==> config.mk <==
export PLATFORM = sky130hd
export DESIGN_NAME = instr_fetch_ctrl
export DESIGN_NICKNAME = d
export VERILOG_FILES = /design/src/rtl/instr_fetch_ctrl_pkg.sv /design/src/rtl/instr_fetch_ctrl_fifo.sv /design/src/rtl/instr_fetch_ctrl.sv
export SDC_FILE = /design/constraint.sdc
export NUM_CORES = 1
export LEC_CHECK = 0
export ABC_AREA = 1
export BUFFER_PORTS_ARGS = -buffer_cell sky130_fd_sc_hd__clkbuf_2
export CAP_MARGIN = 20
export CORE_ASPECT_RATIO = 1.25
export CORE_MARGIN = 2
export CORE_UTILIZATION = 56
export CTS_CLUSTER_SIZE = 40
export DETAILED_ROUTE_END_ITERATION = 8
export GPL_TIMING_DRIVEN = 0
export PLACE_DENSITY = 0.8
export RECOVER_POWER = 50
export REMOVE_ABC_BUFFERS = 1
export SETUP_SLACK_MARGIN = 0.1
export SYNTH_ARGS = -nofsm -noshare
export SYNTH_HDL_FRONTEND = slang
export SYNTH_SLANG_ARGS = --single-unit
export TNS_END_PERCENT = 5
==> constraint.sdc <==
create_clock -name clk -period 3.4 [get_ports clk]
set_clock_uncertainty 0.2 [all_clocks]
set_input_delay 0.34 -clock clk [delete_from_list [all_inputs] [get_ports clk]]
set_output_delay 0.34 -clock clk [all_outputs]
set_load 0.005 [all_outputs]
==> src/rtl/instr_fetch_ctrl_pkg.sv <==
`default_nettype none
// ============================================================================
// Module   : instr_fetch_ctrl_pkg
// Purpose  : Shared widths, constants, the {pc, instr} fetch entry type and
//            a word-alignment helper for the instruction fetch controller.
// Revision : 1.0 - initial release
// ============================================================================
package instr_fetch_ctrl_pkg;

    localparam int              c_INSTR_W      = 32;
    localparam int              c_ADDR_W       = 32;
    localparam logic [31:0]     c_PC_INC       = 32'd4;
    localparam logic [31:0]     c_RESET_VECTOR = 32'h0000_0000;

    // One buffered fetch: the byte address it was read from and the word itself.
    typedef struct packed {
        logic [c_ADDR_W-1:0]  pc;
        logic [c_INSTR_W-1:0] instr;
    } fetch_entry_t;

    // Instruction memory is word addressed; byte-offset bits are discarded.
    function automatic logic [c_ADDR_W-1:0] word_align(input logic [c_ADDR_W-1:0] addr);
        return {addr[c_ADDR_W-1:2], 2'b00};
    endfunction

endpackage
`default_nettype wire

==> src/rtl/instr_fetch_ctrl_fifo.sv <==
`default_nettype none
// ============================================================================
// Module   : instr_fetch_ctrl_fifo
// Purpose  : DEPTH-entry synchronous FIFO of {pc, instr} fetch entries.
//            Flush has priority over push and pop.
// Ports    : clk, rst          - clock, synchronous active-high reset
//            i_push/i_push_data- write one entry
//            i_pop             - remove head entry (ignored when empty)
//            i_flush           - discard all entries
//            o_head            - entry at the head (zero after reset)
//            o_count           - number of valid entries
// Revision : 1.0 - initial release
// ============================================================================
module instr_fetch_ctrl_fifo
    import instr_fetch_ctrl_pkg::*;
#(
    parameter int DEPTH = 2
) (
    input  logic                       clk,
    input  logic                       rst,
    input  logic                       i_push,
    input  fetch_entry_t               i_push_data,
    input  logic                       i_pop,
    input  logic                       i_flush,
    output fetch_entry_t               o_head,
    output logic [$clog2(DEPTH+1)-1:0] o_count
);

    localparam int                 c_PTR_W = $clog2(DEPTH);
    localparam int                 c_CNT_W = $clog2(DEPTH + 1);
    localparam logic [c_PTR_W-1:0] c_LAST  = c_PTR_W'(DEPTH - 1);
    localparam logic [c_CNT_W-1:0] c_FULL  = c_CNT_W'(DEPTH);

    fetch_entry_t         r_mem [DEPTH];
    logic [c_PTR_W-1:0]   r_rd_ptr;
    logic [c_PTR_W-1:0]   r_wr_ptr;
    logic [c_CNT_W-1:0]   r_count;
    logic                 w_do_pop;
    logic                 w_do_push;

    // Pointers wrap explicitly so non power-of-two depths work.
    function automatic logic [c_PTR_W-1:0] next_ptr(input logic [c_PTR_W-1:0] ptr);
        return (ptr == c_LAST) ? '0 : ptr + 1'b1;
    endfunction

    assign w_do_pop  = i_pop && (r_count != '0);
    assign w_do_push = i_push && ((r_count != c_FULL) || w_do_pop);

    always_ff @(posedge clk) begin
        if (rst) begin
            r_rd_ptr <= '0;
            r_wr_ptr <= '0;
            r_count  <= '0;
            for (int i = 0; i < DEPTH; i++) begin
                r_mem[i] <= '0;
            end
        end else if (i_flush) begin
            r_rd_ptr <= '0;
            r_wr_ptr <= '0;
            r_count  <= '0;
        end else begin
            if (w_do_push) begin
                r_mem[r_wr_ptr] <= i_push_data;
                r_wr_ptr        <= next_ptr(r_wr_ptr);
            end
            if (w_do_pop) begin
                r_rd_ptr <= next_ptr(r_rd_ptr);
            end
            if (w_do_push && !w_do_pop) begin
                r_count <= r_count + 1'b1;
            end else if (w_do_pop && !w_do_push) begin
                r_count <= r_count - 1'b1;
            end
        end
    end

    assign o_head  = r_mem[r_rd_ptr];
    assign o_count = r_count;

endmodule
`default_nettype wire

==> src/rtl/instr_fetch_ctrl.sv <==
`default_nettype none
// ============================================================================
// Module   : instr_fetch_ctrl
// Purpose  : Instruction fetch sequencer for a 1-cycle synchronous instruction
//            memory. Issues one word address per cycle while buffer space is
//            guaranteed, buffers returned words and hands {pc, instr} to
//            decode over valid/ready. A redirect flushes buffered and
//            in-flight fetches and restarts at the new target.
// Ports    : clk, rst             - clock, synchronous active-high reset
//            mem_address (out)    - registered word address to memory
//            mem_instruction (in) - read data, one cycle after mem_address
//            instr_valid/ready    - handshake toward decode
//            instr, instr_pc      - word and byte address at the buffer head
//            redirect_valid/pc    - taken branch/jump and its target
// Revision : 1.0 - initial release
// ============================================================================
module instr_fetch_ctrl
    import instr_fetch_ctrl_pkg::*;
#(
    parameter logic [31:0] RESET_PC = c_RESET_VECTOR,
    parameter int          DEPTH    = 2
) (
    input  logic                 clk,
    input  logic                 rst,
    output logic [c_ADDR_W-1:0]  mem_address,
    input  logic [c_INSTR_W-1:0] mem_instruction,
    output logic                 instr_valid,
    input  logic                 instr_ready,
    output logic [c_INSTR_W-1:0] instr,
    output logic [c_ADDR_W-1:0]  instr_pc,
    input  logic                 redirect_valid,
    input  logic [c_ADDR_W-1:0]  redirect_pc
);

    localparam int                  c_CNT_W     = $clog2(DEPTH + 1);
    localparam logic [c_CNT_W:0]    c_DEPTH_EXT = (c_CNT_W + 1)'(DEPTH);
    localparam logic [c_ADDR_W-1:0] c_START_PC  = word_align(RESET_PC);

    logic [c_ADDR_W-1:0] r_fetch_pc;
    logic [c_ADDR_W-1:0] r_req_pc;
    logic                r_inflight;

    logic [c_CNT_W-1:0]  w_count;
    logic [c_CNT_W:0]    w_occupancy;
    fetch_entry_t        w_head;
    fetch_entry_t        w_entry;
    logic                w_pop;
    logic                w_push;
    logic                w_issue;

    assign w_pop  = instr_valid && instr_ready;

    // A redirect cycle's response belongs to the abandoned path.
    assign w_push = r_inflight && !redirect_valid;

    // Entries that will exist once this cycle's pop and the outstanding
    // response settle; issuing only below DEPTH means the response of the
    // address issued now always finds a free slot.
    assign w_occupancy = {1'b0, w_count}
                       + {{c_CNT_W{1'b0}}, r_inflight}
                       - {{c_CNT_W{1'b0}}, w_pop};

    assign w_issue = !redirect_valid && (w_occupancy < c_DEPTH_EXT);

    always_ff @(posedge clk) begin
        if (rst) begin
            r_fetch_pc <= c_START_PC;
            r_req_pc   <= '0;
            r_inflight <= 1'b0;
        end else if (redirect_valid) begin
            r_fetch_pc <= word_align(redirect_pc);
            r_inflight <= 1'b0;
        end else if (w_issue) begin
            r_req_pc   <= r_fetch_pc;
            r_fetch_pc <= r_fetch_pc + c_PC_INC;
            r_inflight <= 1'b1;
        end else begin
            r_inflight <= 1'b0;
        end
    end

    assign w_entry = '{pc: r_req_pc, instr: mem_instruction};

    instr_fetch_ctrl_fifo #(
        .DEPTH (DEPTH)
    ) u_fetch_fifo (
        .clk         (clk),
        .rst         (rst),
        .i_push      (w_push),
        .i_push_data (w_entry),
        .i_pop       (w_pop),
        .i_flush     (redirect_valid),
        .o_head      (w_head),
        .o_count     (w_count)
    );

    // The address register is the memory request itself.
    assign mem_address = r_fetch_pc;
    assign instr_valid = (w_count != '0);
    assign instr       = w_head.instr;
    assign instr_pc    = w_head.pc;

endmodule
`default_nettype wire

==> results.cfg <==
[status]
outcome = complete, but fails checks
failed_checks = max-capacitance violations, max-slew violations

[clock_tree]
clkSinkCount = 190
cts_inserted_buffers = 17
clockRootBuffer = clkbuf_16
post_cts_buffers = 0
clk_path_buf_depth = 2
cts_tree = done
cts_max_level = 4
clk_pin_slew_ns = 0.06
clkLatencyLatePin_ns = 0.43

[critical_path]
worstPathCellList = clkbuf_2 -> inv_2 -> nand3_4 -> nand2_8
rr_endpoint = mem_address[20]$_SDFFE_PP0P_
r2r_start = u_fetch_fifo.o_count[1]$_SDFFE_PP0P_
cp.arrival_ns = 3.12
worst_setup_path_end_kind = flop
cp_max_fo = 63
slowest_stage = nand2_8
worstPathRequired_ns = 3.27
max_stage_delay_ns = 0.76
path_class = in2reg
reg2reg_slack_ns = 0.22
reg2reg_depth = 18
worstSetupStartpointType = input pin

[logic_synthesis]
post-synth-top-area-fraction_pct = 41.7
synthCells = 936
seq_area_frac_synth_pct = 56.5
yosys-top-cells-area = edfxtp_1 (42%), dfxtp_1 (15%), mux2_2 (7.8%), nor2_1 (7.6%), inv_1 (6.4%)
ys_warn_count = 0
ys_types = 37
syn-cell-area_um2 = 8920
syn_avg_cell_area_um2 = 9.53
synth_seq_cells = 190
yosys.area.top_type = edfxtp_1

[min_path]
min_path_cells = 3
worstHoldPathType = in2reg
worstHoldStart = mem_instruction[31]
hold_end = u_fetch_fifo.r_mem[0][31]$_SDFFCE_PN0P_

[placement]
pre_cts_slack_ns = -0.600
hpwlAfterDp_um = 12200
placed_cell_area_um2 = 9730
io_buffers = 158
place_congestion = 0.871
placed_cells = 1267

[floorplanning]
fp.coreArea_um2 = 15600
die_area_um2 = 17000
placementRows = 51
start_util_pct = 57.3
fp.dieW_um = 117
die_h_um = 145
ios = 165

[route]
ant_nets = 0
drtIter0Drc = 489
top_layer = met4
met1_length_um = 8250
dr_wl_met2_um = 10200
wirelength_um = 20100
drcViolationCount = 0
wl_per_cell_um = 15.4
viasPerCell = 5.18
first_pass_iters = 5
vias = 6779
met3_length_um = 1100

[power_and_ir_drop]
power_density_nw_per_um2 = 490
power.total_uw = 5070
power.leakage_uw = 0.00452
worst_ir_drop_vdd_uv = 271

[cells_and_area]
fillCellCount = 1356
layout_commonest_cell = nor2_1
final_cell_mix = nor2_1 (181), inv_1 (153), edfxtp_1 (124), nand2_1 (122), clkbuf_2 (95)
multiInputGateArea_um2 = 3080
regArea_um2 = 5050
fin_cells = 1308
fin_area_um2 = 10400
fin_nets = 1154
drive_above_1_share_pct = 20.1
area_delta_synth_final_pct = 16.0

[sta]
fmax_mhz = 307
grt_setup_unrepaired = yes
finalMaxSlewViolations = 63
worst_pin_slew_ns = 1.65
worst_slack_ns = 0.145
min_period_over_period_pct = 95.7
slew-limit-headroom_pct = -10.1
fin_crit_ns = 3.25
finalSetupViolations = 0
finalHoldViolations = 0

[global_route]
grt_max_degree = 64
antenna_found_initial = 1
grt_pass1_wl_um = 31200
grt_usage_pct = 23.7
grt_pass1_vias = 6532
grt-ovfl-total = 0

[flow_run]
cap_violations = 1
==> metal layers <==
layer,track usage (%),vias up
met5,0,-
met4,10.8,0
met3,4.26,48
met2,41.0,251
met1,28.3,3168
li1,-,3312
==> report_power, final <==
part / total (uW) / switching (uW) / internal, uW / leakage (uW)
sequential: 2640 / 67.0 / 2570 / 0.00182
clock: 1970 / 860 / 1110 / 0.000278
combinational: 461 / 294 / 167 / 0.00242
total: 5070 / 1220 / 3850 / 0.00452
==> final cells by class <==
type / instances / share of cell area (%)
Sequential cell: 190 / 48.7
Multi-Input combinational cell: 551 / 29.7
Timing Repair Buffer: 164 / 7.46
Inverter: 158 / 5.87
Clock buffer: 21 / 4.35
Tap cell: 212 / 2.56
Clock inverter: 11 / 1.28
Antenna cell: 1 / 0.0242
==> kinds of logic after synthesis <==
kind of cell	after synthesis	synth area share, %
AND/OR/NAND/NOR	379	18.8
XOR/XNOR	5	0.491
adder cells (fa/ha/maj)	4	0.645
buffers and inverters	200	9.83
multiplexers	62	7.82
AO/OA/AOI/OAI	95	5.85
other	1	0.0420
flip-flops	190	56.5
==> sequential cells by signal, summed over array words and instances (netlist names), named ones only <==
register / count
u_fetch_fifo.r_mem: 124
mem_address: 30
r_req_pc: 30
u_fetch_fifo.o_count: 2
r_inflight: 1
u_fetch_fifo.r_rd_ptr: 1
u_fetch_fifo.r_wr_ptr: 1
==> Yosys cell counts <==
library cell,instances
a21oi_1,22
ha_1,3
nor2_2,1
a31oi_1,6
inv_1,152
clkbuf_1,7
nand4_1,10
nand2_4,2
nor2_1,181
nand3_2,2
nand2_1,124
nand4_4,1
buf_6,11
nand3_4,3
o21ai_0,43
xor2_1,5
buf_1,3
nor2_4,6
nand2_2,6
a211oi_1,9
fa_1,1
nand3b_1,8
conb_1,1
edfxtp_1,124
or2_2,1
o21ai_1,13
a21boi_4,1
inv_2,5
mux2_2,62
or2_4,1
buf_2,14
buf_4,7
dfxtp_1,66
nand3_1,29
clkinv_1,1
o31ai_1,1
nor3_1,4
==> worst max path at each step <==
stage                                                    start                                 endpoint  slack (ns)  cells past startpoint
after detailed placement                                   rst  u_fetch_fifo.r_mem[0][61]$_SDFFCE_PN0P_       -0.60                      4
after global routing                                       rst  u_fetch_fifo.r_mem[0][52]$_SDFFCE_PN0P_       -0.08                      4
final                                                      rst  u_fetch_fifo.r_mem[0][52]$_SDFFCE_PN0P_        0.15                      4
after global placement                                     rst  u_fetch_fifo.r_mem[0][63]$_SDFFCE_PN0P_       -1.99                      4
after floorplan           u_fetch_fifo.o_count[1]$_SDFFE_PP0P_   u_fetch_fifo.r_mem[0][0]$_SDFFCE_PN0P_        0.06                      8
after CTS                 u_fetch_fifo.o_count[1]$_SDFFE_PP0P_              mem_address[7]$_SDFFE_PP0P_        0.08                     15
==> metrics by stage <==
step                      hold WS [ns]  utilization [%]  setup TNS [ns]
after floorplan                  0.209                -               0
after global placement           0.235             62.3         -213.97
after detailed placement         0.244             62.5          -39.96
after CTS                      0.00596             66.7               0
after global routing            0.0243             66.5           -4.27
final                           0.0154             66.5               0
==> worst max-delay path, delay by kind of cell <==
kind          cells  cell delay [ns]
simple gates      2             1.51
buf+inv           2             1.22
==> repair_timing <==
item | CTS | global route
pin swaps | 0 | 1
hold buffers | 6 | 0
resized for setup | 5 | 4
endpoints found under the hold margin | 6 | 0
gates cloned | 0 | 2
setup endpoints to repair | 99 | 113
Note: power is estimated with default switching activity, not from simulation.
